==> src/rtl/sample_acquisition_seq_pkg.sv <==
// ---------------------------------------------------------------------------
// sample_acquisition_seq_pkg
// Shared definitions for the sample acquisition sequencer and the blocks
// around it: FSM state encoding, STATUS bit positions, the default idle
// azmux selection, azmux source constants, and the effective sequence
// length rule.
// No ports (package).
// ---------------------------------------------------------------------------
package sample_acquisition_seq_pkg;

    typedef enum logic [1:0] {
        ST_IDLE       = 2'd0,
        ST_SETTLE     = 2'd1,
        ST_TRIG       = 2'd2,
        ST_WAIT_VALID = 2'd3
    } seq_state_t;

    // status_o = {running, state[1:0]}
    localparam int STATUS_RUNNING_BIT = 2;
    localparam int STATUS_STATE_MSB   = 1;
    localparam int STATUS_STATE_LSB   = 0;

    localparam int AZMUX_IDLE_DEFAULT = 0;

    // azmux input sources on the analog board
    localparam logic [3:0] AZMUX_S1 = 4'd1;
    localparam logic [3:0] AZMUX_S2 = 4'd2;
    localparam logic [3:0] AZMUX_S3 = 4'd3;
    localparam logic [3:0] AZMUX_S4 = 4'd4;
    localparam logic [3:0] AZMUX_S5 = 4'd5;
    localparam logic [3:0] AZMUX_S6 = 4'd6;
    localparam logic [3:0] AZMUX_S7 = 4'd7;
    localparam logic [3:0] AZMUX_S8 = 4'd8;

    // A programmed length of 0 still runs one step; anything beyond the
    // table size runs the whole table.
    function automatic int eff_seq_len(input int len, input int max_steps);
        if (len < 1) begin
            return 1;
        end
        if (len > max_steps) begin
            return max_steps;
        end
        return len;
    endfunction

endpackage

==> src/rtl/sample_acquisition_seq_if.sv <==
// ---------------------------------------------------------------------------
// sample_acquisition_seq_if
// Groups the sequencer's register-set inputs, ADC handshake and output-mux
// signals.
//   master : the surrounding system (SPI register set, ADC, output mux)
//   slave  : the sequencer itself
// Signals:
//   arm_trigger_i, p_seq_len_i, p_azmux_vals_i, p_pc_mask_i, p_sw_pc_sel_i,
//   p_clk_count_precharge_i, adc_measure_valid_i      (into the sequencer)
//   adc_measure_trig_o, azmux_o, sw_pc_o, step_idx_o, seq_count_o,
//   meas_complete_o, led0_o, status_o, monitor_o       (out of the sequencer)
// ---------------------------------------------------------------------------
interface sample_acquisition_seq_if #(
    parameter int NUM_STEPS = 4,
    parameter int AZMUX_W   = 4,
    parameter int SW_PC_W   = 2,
    parameter int CNT_W     = 24,
    parameter int STEP_W    = 3
);
    logic                           arm_trigger_i;
    logic [STEP_W-1:0]              p_seq_len_i;
    logic [NUM_STEPS*AZMUX_W-1:0]   p_azmux_vals_i;
    logic [NUM_STEPS-1:0]           p_pc_mask_i;
    logic [SW_PC_W-1:0]             p_sw_pc_sel_i;
    logic [CNT_W-1:0]               p_clk_count_precharge_i;
    logic                           adc_measure_valid_i;

    logic                           adc_measure_trig_o;
    logic [AZMUX_W-1:0]             azmux_o;
    logic [SW_PC_W-1:0]             sw_pc_o;
    logic [STEP_W-1:0]              step_idx_o;
    logic [15:0]                    seq_count_o;
    logic                           meas_complete_o;
    logic                           led0_o;
    logic [2:0]                     status_o;
    logic [1:0]                     monitor_o;

    modport master (
        output arm_trigger_i, p_seq_len_i, p_azmux_vals_i, p_pc_mask_i,
               p_sw_pc_sel_i, p_clk_count_precharge_i, adc_measure_valid_i,
        input  adc_measure_trig_o, azmux_o, sw_pc_o, step_idx_o, seq_count_o,
               meas_complete_o, led0_o, status_o, monitor_o
    );

    modport slave (
        input  arm_trigger_i, p_seq_len_i, p_azmux_vals_i, p_pc_mask_i,
               p_sw_pc_sel_i, p_clk_count_precharge_i, adc_measure_valid_i,
        output adc_measure_trig_o, azmux_o, sw_pc_o, step_idx_o, seq_count_o,
               meas_complete_o, led0_o, status_o, monitor_o
    );
endinterface

==> src/rtl/sample_acquisition_seq_clk_down_counter.sv <==
// ---------------------------------------------------------------------------
// sample_acquisition_seq_clk_down_counter
// Loadable down counter that stops at zero. Reused by the ADC test block.
// Ports:
//   clk, reset   : clock, synchronous active-high reset
//   load         : load load_value (wins over count_en)
//   load_value   : value to load
//   count_en     : decrement by one per cycle while non-zero
//   zero         : counter currently holds zero
// ---------------------------------------------------------------------------
module sample_acquisition_seq_clk_down_counter #(
    parameter int CNT_W = 24
) (
    input  logic             clk,
    input  logic             reset,
    input  logic             load,
    input  logic [CNT_W-1:0] load_value,
    input  logic             count_en,
    output logic             zero
);

    logic [CNT_W-1:0] count;

    always_ff @(posedge clk) begin
        if (reset) begin
            count <= '0;
        end else if (load) begin
            count <= load_value;
        end else if (count_en && (count != '0)) begin
            count <= count - CNT_W'(1);
        end
    end

    assign zero = (count == '0);

endmodule

==> src/rtl/sample_acquisition_seq.sv <==
// ---------------------------------------------------------------------------
// sample_acquisition_seq
// Steps through a programmable list of azmux selections. Each step drives
// its azmux value and (optionally) the precharge switches, waits a settle
// interval, pulses the ADC trigger and waits for the ADC valid handshake.
// Ports:
//   clk, reset : clock, synchronous active-high reset
//   bus        : sample_acquisition_seq_if.slave (register set, ADC
//                handshake, output-mux signals)
// ---------------------------------------------------------------------------
module sample_acquisition_seq
    import sample_acquisition_seq_pkg::*;
#(
    parameter int NUM_STEPS  = 4,
    parameter int AZMUX_W    = 4,
    parameter int SW_PC_W    = 2,
    parameter int CNT_W      = 24,
    parameter int STEP_W     = 3,
    parameter int AZMUX_IDLE = AZMUX_IDLE_DEFAULT
) (
    input  logic                    clk,
    input  logic                    reset,
    sample_acquisition_seq_if.slave bus
);

    localparam logic [AZMUX_W-1:0] AZMUX_IDLE_V = AZMUX_W'(AZMUX_IDLE);

    seq_state_t state, state_next;
    logic [STEP_W-1:0] k, k_next;

    // Register-set snapshot taken when a run is armed from IDLE
    logic [NUM_STEPS*AZMUX_W-1:0] sh_vals;
    logic [NUM_STEPS-1:0]         sh_mask;
    logic [SW_PC_W-1:0]           sh_sel;
    logic [STEP_W-1:0]            sh_last;

    logic                         latch_shadow;
    logic                         enter_step;
    logic [STEP_W-1:0]            enter_k;
    logic [NUM_STEPS*AZMUX_W-1:0] src_vals, vals_shifted;
    logic [NUM_STEPS-1:0]         src_mask, mask_shifted;
    logic [SW_PC_W-1:0]           src_sel;

    logic cnt_load, cnt_zero, cnt_en;

    logic               trig_q, trig_next;
    logic [AZMUX_W-1:0] azmux_q, azmux_next;
    logic [SW_PC_W-1:0] sw_pc_q, sw_pc_next;
    logic [STEP_W-1:0]  step_idx_q, step_idx_next;
    logic [15:0]        seq_count_q, seq_count_next;
    logic               meas_q, meas_next;
    logic               led_q, led_next;
    logic [2:0]         status_q, status_next;
    logic [1:0]         monitor_q, monitor_next;

    assign cnt_en = (state == ST_SETTLE);

    sample_acquisition_seq_clk_down_counter #(
        .CNT_W (CNT_W)
    ) u_settle_cnt (
        .clk        (clk),
        .reset      (reset),
        .load       (cnt_load),
        .load_value (bus.p_clk_count_precharge_i),
        .count_en   (cnt_en),
        .zero       (cnt_zero)
    );

    always_ff @(posedge clk) begin
        if (reset) begin
            state <= ST_IDLE;
            k     <= '0;
        end else begin
            state <= state_next;
            k     <= k_next;
        end
    end

    always_comb begin
        state_next     = state;
        k_next         = k;
        latch_shadow   = 1'b0;
        enter_step     = 1'b0;
        enter_k        = '0;
        cnt_load       = 1'b0;
        trig_next      = 1'b0;
        meas_next      = 1'b0;
        azmux_next     = azmux_q;
        sw_pc_next     = sw_pc_q;
        step_idx_next  = step_idx_q;
        seq_count_next = seq_count_q;
        led_next       = led_q;

        case (state)
            ST_IDLE: begin
                azmux_next = AZMUX_IDLE_V;
                sw_pc_next = '0;
                if (bus.arm_trigger_i) begin
                    latch_shadow = 1'b1;
                    k_next       = '0;
                    enter_step   = 1'b1;
                    enter_k      = '0;
                    state_next   = ST_SETTLE;
                end
            end
            ST_SETTLE: begin
                if (cnt_zero) begin
                    trig_next  = 1'b1;
                    state_next = ST_TRIG;
                end
            end
            ST_TRIG: begin
                state_next = ST_WAIT_VALID;
            end
            ST_WAIT_VALID: begin
                if (bus.adc_measure_valid_i) begin
                    meas_next     = 1'b1;
                    step_idx_next = k;
                    if (k == sh_last) begin
                        k_next         = '0;
                        seq_count_next = seq_count_q + 16'd1;
                        led_next       = ~led_q;
                    end else begin
                        k_next = k + STEP_W'(1);
                    end
                    if (bus.arm_trigger_i) begin
                        enter_step = 1'b1;
                        enter_k    = k_next;
                        state_next = ST_SETTLE;
                    end else begin
                        azmux_next = AZMUX_IDLE_V;
                        sw_pc_next = '0;
                        state_next = ST_IDLE;
                    end
                end
            end
            default: begin
                state_next = ST_IDLE;
            end
        endcase

        // The first step of a run reads the live register set because the
        // snapshot is only captured on that same edge.
        src_vals     = latch_shadow ? bus.p_azmux_vals_i : sh_vals;
        src_mask     = latch_shadow ? bus.p_pc_mask_i    : sh_mask;
        src_sel      = latch_shadow ? bus.p_sw_pc_sel_i  : sh_sel;
        vals_shifted = src_vals >> (int'(enter_k) * AZMUX_W);
        mask_shifted = src_mask >> enter_k;
        if (enter_step) begin
            azmux_next = vals_shifted[AZMUX_W-1:0];
            sw_pc_next = mask_shifted[0] ? src_sel : '0;
            cnt_load   = 1'b1;
        end

        status_next = '0;
        status_next[STATUS_RUNNING_BIT] = (state_next != ST_IDLE);
        status_next[STATUS_STATE_MSB:STATUS_STATE_LSB] = state_next;
        monitor_next = {trig_next, |sw_pc_next};
    end

    always_ff @(posedge clk) begin
        if (reset) begin
            sh_vals <= '0;
            sh_mask <= '0;
            sh_sel  <= '0;
            sh_last <= '0;
        end else if (latch_shadow) begin
            sh_vals <= bus.p_azmux_vals_i;
            sh_mask <= bus.p_pc_mask_i;
            sh_sel  <= bus.p_sw_pc_sel_i;
            sh_last <= STEP_W'(eff_seq_len(int'(bus.p_seq_len_i), NUM_STEPS) - 1);
        end
    end

    always_ff @(posedge clk) begin
        if (reset) begin
            trig_q      <= 1'b0;
            azmux_q     <= AZMUX_IDLE_V;
            sw_pc_q     <= '0;
            step_idx_q  <= '0;
            seq_count_q <= '0;
            meas_q      <= 1'b0;
            led_q       <= 1'b0;
            status_q    <= '0;
            monitor_q   <= '0;
        end else begin
            trig_q      <= trig_next;
            azmux_q     <= azmux_next;
            sw_pc_q     <= sw_pc_next;
            step_idx_q  <= step_idx_next;
            seq_count_q <= seq_count_next;
            meas_q      <= meas_next;
            led_q       <= led_next;
            status_q    <= status_next;
            monitor_q   <= monitor_next;
        end
    end

    assign bus.adc_measure_trig_o = trig_q;
    assign bus.azmux_o            = azmux_q;
    assign bus.sw_pc_o            = sw_pc_q;
    assign bus.step_idx_o         = step_idx_q;
    assign bus.seq_count_o        = seq_count_q;
    assign bus.meas_complete_o    = meas_q;
    assign bus.led0_o             = led_q;
    assign bus.status_o           = status_q;
    assign bus.monitor_o          = monitor_q;

endmodule

==> src/flat_wrapper.sv <==
// flat-port wrapper written by rule: the top's interface ports become plain ports
module sample_acquisition_seq_flat import sample_acquisition_seq_pkg::*;
#(
    parameter int NUM_STEPS  = 4,
    parameter int AZMUX_W    = 4,
    parameter int SW_PC_W    = 2,
    parameter int CNT_W      = 24,
    parameter int STEP_W     = 3,
    parameter int AZMUX_IDLE = AZMUX_IDLE_DEFAULT
)
  (clk, reset, bus_arm_trigger_i, bus_p_seq_len_i, bus_p_azmux_vals_i, bus_p_pc_mask_i, bus_p_sw_pc_sel_i, bus_p_clk_count_precharge_i, bus_adc_measure_valid_i, bus_adc_measure_trig_o, bus_azmux_o, bus_sw_pc_o, bus_step_idx_o, bus_seq_count_o, bus_meas_complete_o, bus_led0_o, bus_status_o, bus_monitor_o);
  sample_acquisition_seq_if #(.NUM_STEPS(NUM_STEPS), .AZMUX_W(AZMUX_W), .SW_PC_W(SW_PC_W), .CNT_W(CNT_W), .STEP_W(STEP_W)) bus_i ();
  input  logic clk;
  input  logic reset;
  input wire logic [$bits(bus_i.arm_trigger_i)-1:0] bus_arm_trigger_i;
  input wire logic [$bits(bus_i.p_seq_len_i)-1:0] bus_p_seq_len_i;
  input wire logic [$bits(bus_i.p_azmux_vals_i)-1:0] bus_p_azmux_vals_i;
  input wire logic [$bits(bus_i.p_pc_mask_i)-1:0] bus_p_pc_mask_i;
  input wire logic [$bits(bus_i.p_sw_pc_sel_i)-1:0] bus_p_sw_pc_sel_i;
  input wire logic [$bits(bus_i.p_clk_count_precharge_i)-1:0] bus_p_clk_count_precharge_i;
  input wire logic [$bits(bus_i.adc_measure_valid_i)-1:0] bus_adc_measure_valid_i;
  output wire logic [$bits(bus_i.adc_measure_trig_o)-1:0] bus_adc_measure_trig_o;
  output wire logic [$bits(bus_i.azmux_o)-1:0] bus_azmux_o;
  output wire logic [$bits(bus_i.sw_pc_o)-1:0] bus_sw_pc_o;
  output wire logic [$bits(bus_i.step_idx_o)-1:0] bus_step_idx_o;
  output wire logic [$bits(bus_i.seq_count_o)-1:0] bus_seq_count_o;
  output wire logic [$bits(bus_i.meas_complete_o)-1:0] bus_meas_complete_o;
  output wire logic [$bits(bus_i.led0_o)-1:0] bus_led0_o;
  output wire logic [$bits(bus_i.status_o)-1:0] bus_status_o;
  output wire logic [$bits(bus_i.monitor_o)-1:0] bus_monitor_o;
  assign bus_i.arm_trigger_i = bus_arm_trigger_i;
  assign bus_i.p_seq_len_i = bus_p_seq_len_i;
  assign bus_i.p_azmux_vals_i = bus_p_azmux_vals_i;
  assign bus_i.p_pc_mask_i = bus_p_pc_mask_i;
  assign bus_i.p_sw_pc_sel_i = bus_p_sw_pc_sel_i;
  assign bus_i.p_clk_count_precharge_i = bus_p_clk_count_precharge_i;
  assign bus_i.adc_measure_valid_i = bus_adc_measure_valid_i;
  assign bus_adc_measure_trig_o = bus_i.adc_measure_trig_o;
  assign bus_azmux_o = bus_i.azmux_o;
  assign bus_sw_pc_o = bus_i.sw_pc_o;
  assign bus_step_idx_o = bus_i.step_idx_o;
  assign bus_seq_count_o = bus_i.seq_count_o;
  assign bus_meas_complete_o = bus_i.meas_complete_o;
  assign bus_led0_o = bus_i.led0_o;
  assign bus_status_o = bus_i.status_o;
  assign bus_monitor_o = bus_i.monitor_o;
  sample_acquisition_seq #(.NUM_STEPS(NUM_STEPS), .AZMUX_W(AZMUX_W), .SW_PC_W(SW_PC_W), .CNT_W(CNT_W), .STEP_W(STEP_W), .AZMUX_IDLE(AZMUX_IDLE)) u_core (.clk(clk), .reset(reset), .bus(bus_i));
endmodule
==> config.mk <==
export PLATFORM = sky130hd
export DESIGN_NAME = sample_acquisition_seq_flat
export DESIGN_NICKNAME = d
export VERILOG_FILES = /design/src/rtl/sample_acquisition_seq_pkg.sv /design/src/rtl/sample_acquisition_seq_if.sv /design/src/rtl/sample_acquisition_seq_clk_down_counter.sv /design/src/rtl/sample_acquisition_seq.sv /design/src/flat_wrapper.sv
export SDC_FILE = /design/constraint.sdc
export NUM_CORES = 1
export LEC_CHECK = 0
export CAP_MARGIN = 10
export CORE_UTILIZATION = 50
export DETAILED_ROUTE_END_ITERATION = 8
export GPL_ROUTABILITY_DRIVEN = 0
export MAX_ROUTING_LAYER = met4
export PLACE_DENSITY_LB_ADDON = 0.25
export SLEW_MARGIN = 20
export SYNTH_ARGS = -nofsm -noshare
export SYNTH_HDL_FRONTEND = slang
export SYNTH_HIERARCHICAL = 1
export SYNTH_SLANG_ARGS = --single-unit
export TNS_END_PERCENT = 10
==> constraint.sdc <==
create_clock -name clk -period 3.7 [get_ports clk]
set_input_delay 0.74 -clock clk [delete_from_list [all_inputs] [get_ports clk]]
set_output_delay 0.74 -clock clk [all_outputs]
set_load 0.02 [all_outputs]
==> flow_summary.json <==
{
  "status": "finished clean",
  "cts-root-buf": "clkbuf_8",
  "dieArea_um2": 9100,
  "min_period_over_period_pct": 80.2,
  "synth_compound_area_share_pct": 18.5,
  "synthesis.nets": 570,
  "finalHoldViolCount": 0,
  "grt_usage_pct": 24.3,
  "top_usage_layer": "met2",
  "post_cts_buffers": 0,
  "pin_count": 86,
  "antenna_found_initial": 0,
  "ys_seq_elements": 84,
  "max_freq_ghz": 0.337,
  "clock-sinks": 84,
  "synth.area.mux_share_pct": 3.44,
  "synth-adder-area-share_pct": 2.87,
  "core_um2": 8340,
  "total_power_mw": 3.73,
  "synth_cell_type_count": 58,
  "synthCells": 507,
  "cp-start-kind": "input port",
  "grt.met3_usage_pct": 4.39,
  "grt_pass1_vias": 3669,
  "area_delta_synth_final_pct": 24.8,
  "initial_core_util_pct": 52.3,
  "holdWs_ns": 0.458,
  "mappedNetlistArea_um2": 4360,
  "tns_ns": 0,
  "n_fill_cell": 714,
  "cts_hold_buf": 0,
  "rsz0062_at_grt": "false",
  "ys_async_sr_fraction_pct": 0,
  "irDropWorstVdd_mv": 0.425,
  "clock_latency_ns": 0.35,
  "die_h_um": 95.4,
  "grt_max_degree": 57,
  "die_w_um": 95.4,
  "diodes": 0,
  "drt-total-wl_mm": 10.0,
  "met1_usage_pct": 31.8,
  "clk_pin_slew_worst_paths_ns": 0.09,
  "avgSynthCellArea_um2": 8.60,
  "synthXorXnorAreaFrac_pct": 7.83,
  "worst-r2r-cell-count": 8,
  "antenna_left": 0,
  "critPathMaxFanout": 29,
  "ctsResizeCount": 0,
  "hold_depth": 2,
  "drtPass1Iterations": 4,
  "critPathSlowestCell": "inv_1",
  "maxCapViolCount": 0,
  "use_met2_pct": 39.0,
  "io_buffers": 85,
  "yosys.area_share.simple_pct": 24.7,
  "hpwlAfterDp_mm": 7.33,
  "hold_class": "reg -> reg",
  "vias_per_cell": 5.61,
  "end_kind": "flop",
  "cts.path.max_buffers": 2,
  "rows": 33,
  "route.vias.total": 3883,
  "tightest_slew_ns": 0.831,
  "fin_skew_ns": 0.0137,
  "setup_viol": 0,
  "p_leak_nw": 1.98,
  "synth-edff-count": 0,
  "drv_slew": 0,
  "fin_crit_ns": 2.97,
  "htree_num_levels": 3,
  "synth_top_family_by_area": "simple AND/OR/NAND/NOR gates",
  "worstPathArrival_ns": 3.21,
  "slew_headroom_pct": 44.5,
  "wl_per_cell_um": 14.5,
  "grt_overflow_total": 0,
  "drtIter0Drc": 162,
  "synth_seq_area_share_pct": 38.6,
  "critical_path_class": "in -> reg",
  "drc_errors": 0,
  "cp_slowest_stage_delay_ns": 0.62,
  "ys_warn_count": 6,
  "drive_gt1_share_pct": 8.18,
  "ys.flop_type": "dfxtp_1",
  "path_cells": "clkdlybuf4s50_1, and2_1, nand2_1, a21oi_1, inv_1, buf_4, nor2_1, a311oi_1",
  "cellPowerDensity_nw_per_um2": 685,
  "cts_tree": "yes",
  "nets": 645,
  "grt_pass1_wl_mm": 16.8,
  "cts_buffers": 9,
  "worst-endpoint-required_ns": 3.95
}
## layer usage
layer / part of all wire (%) / vias up
li1: - / 1960
met4: 0.91 / 0
met3: 4.8 / 9
met1: 46 / 1814
met5: 0 / -
met2: 48 / 100
## path summary, 6_finish.rpt
kind / startpoint / end / slack, ns
hold / removal: u_core/sh_vals[1] / u_core/sh_vals[1] / 0.46
setup reg to reg: u_core/state[0] / u_core/u_settle_cnt/count[7] / 0.93
hold reg to reg: u_core/sh_vals[1] / u_core/sh_vals[1] / 0.46
setup / recovery: bus_adc_measure_valid_i / u_core/u_settle_cnt/count[7] / 0.73
## area by class of cell
cell class | count | area, um^2 | area share (%)
sequential | 84 | 1680 | 30.9
clock inverter | 6 | 62.6 | 1.15
multi-input combinational | 382 | 2500 | 45.9
clock buffer | 10 | 128 | 2.35
timing repair buffer | 90 | 883 | 16.2
inverter | 15 | 56.3 | 1.03
tap | 105 | 131 | 2.41
## cell families after synthesis
family,after synthesis
xor gates and xnor gates,39
adders and majority gates,10
DFF,84
muxes,10
buffers and inverters,41
AOI/OAI and AO/OA,118
and+or+nand+nor,205
## critical path, delay by kind of cell
kind | cells | cell delay (ns)
buf+inv | 3 | 1.42
simple gates | 3 | 0.62
compound gates | 2 | 0.42
## stage by stage
| stage | area (um^2) | util [%] | std cells | setup slack [ns] |
|---|---|---|---|---|
| finish | 5440 | 65.2 | 692 | 0.733 |
| global route | 5440 | 65.2 | 692 | 0.593 |
| CTS | 5440 | 65.2 | 692 | 0.781 |
| detailed placement | 5250 | 63.0 | 676 | 0.431 |
| global placement | 5250 | 63.0 | 676 | 0.568 |
| floorplan | 4360 | - | 507 | 1.22 |
## cell usage in the layout, fill, tap and decap left out, drive strengths merged, types with 5 or more instances in the layout
master / count
buf: 6
clkbuf: 10
or4: 6
a2111oi: 5
dfxtp: 84
nor4: 11
nor2: 59
a21oi: 46
o21bai: 6
mux2i: 6
nand4: 5
a211oi: 22
nor3: 17
clkdlybuf4s50: 84
or3: 6
inv: 16
xor2: 15
nand2: 64
ha: 10
xnor2: 24
nand3: 12
o21ai: 8
## Yosys cell counts (3+ instances only)
master	count	area [um^2]
or4_1	5	37.5
a22oi_1	4	30.0
nand2b_1	4	25.0
o21ai_0	8	40.0
a2111oi_2	5	75.1
nand4_1	3	18.8
inv_1	15	56.3
nor2_1	59	221
mux2i_1	6	60.1
nor3b_1	3	22.5
a211oi_1	22	165
o22ai_1	3	18.8
nand3_1	12	60.1
nand2_1	63	236
nor4_4	4	85.1
dfxtp_1	84	1680
clkbuf_1	16	60.1
or2_2	3	18.8
ha_1	10	125
a311oi_1	4	35.0
nor4_1	7	43.8
o211ai_1	3	22.5
nor3_2	3	30.0
a21oi_1	46	230
xnor2_1	24	210
mux4_2	4	90.1
nor3_1	13	65.1
and4_1	3	26.3
nor2b_1	4	25.0
o21bai_1	6	45.0
or3_1	6	37.5
buf_2	4	20.0
xor2_1	15	131
## flip-flops by register name, summed over array words and instances, names as in the netlist
name / count
u_core/k: 3
u_core/bus.meas_complete_o: 1
u_core/state: 1
u_core/bus.seq_count_o: 16
u_core/bus.azmux_o: 4
u_core/bus.monitor_o: 1
u_core/sh_last: 3
u_core/sh_mask: 4
u_core/bus.led0_o: 1
u_core/sh_sel: 2
u_core/sh_vals: 16
u_core/u_settle_cnt/count: 24
u_core/bus.adc_measure_trig_o: 1
u_core/bus.status_o: 2
u_core/bus.step_idx_o: 3
u_core/bus.sw_pc_o: 2
## report_power, final
part	internal, mW	switching (mW)
clock	0.312	0.328
sequential	1.11	0.228
combinational	0.706	1.04
total	2.13	1.60
Power figures use the tool's default switching activity.
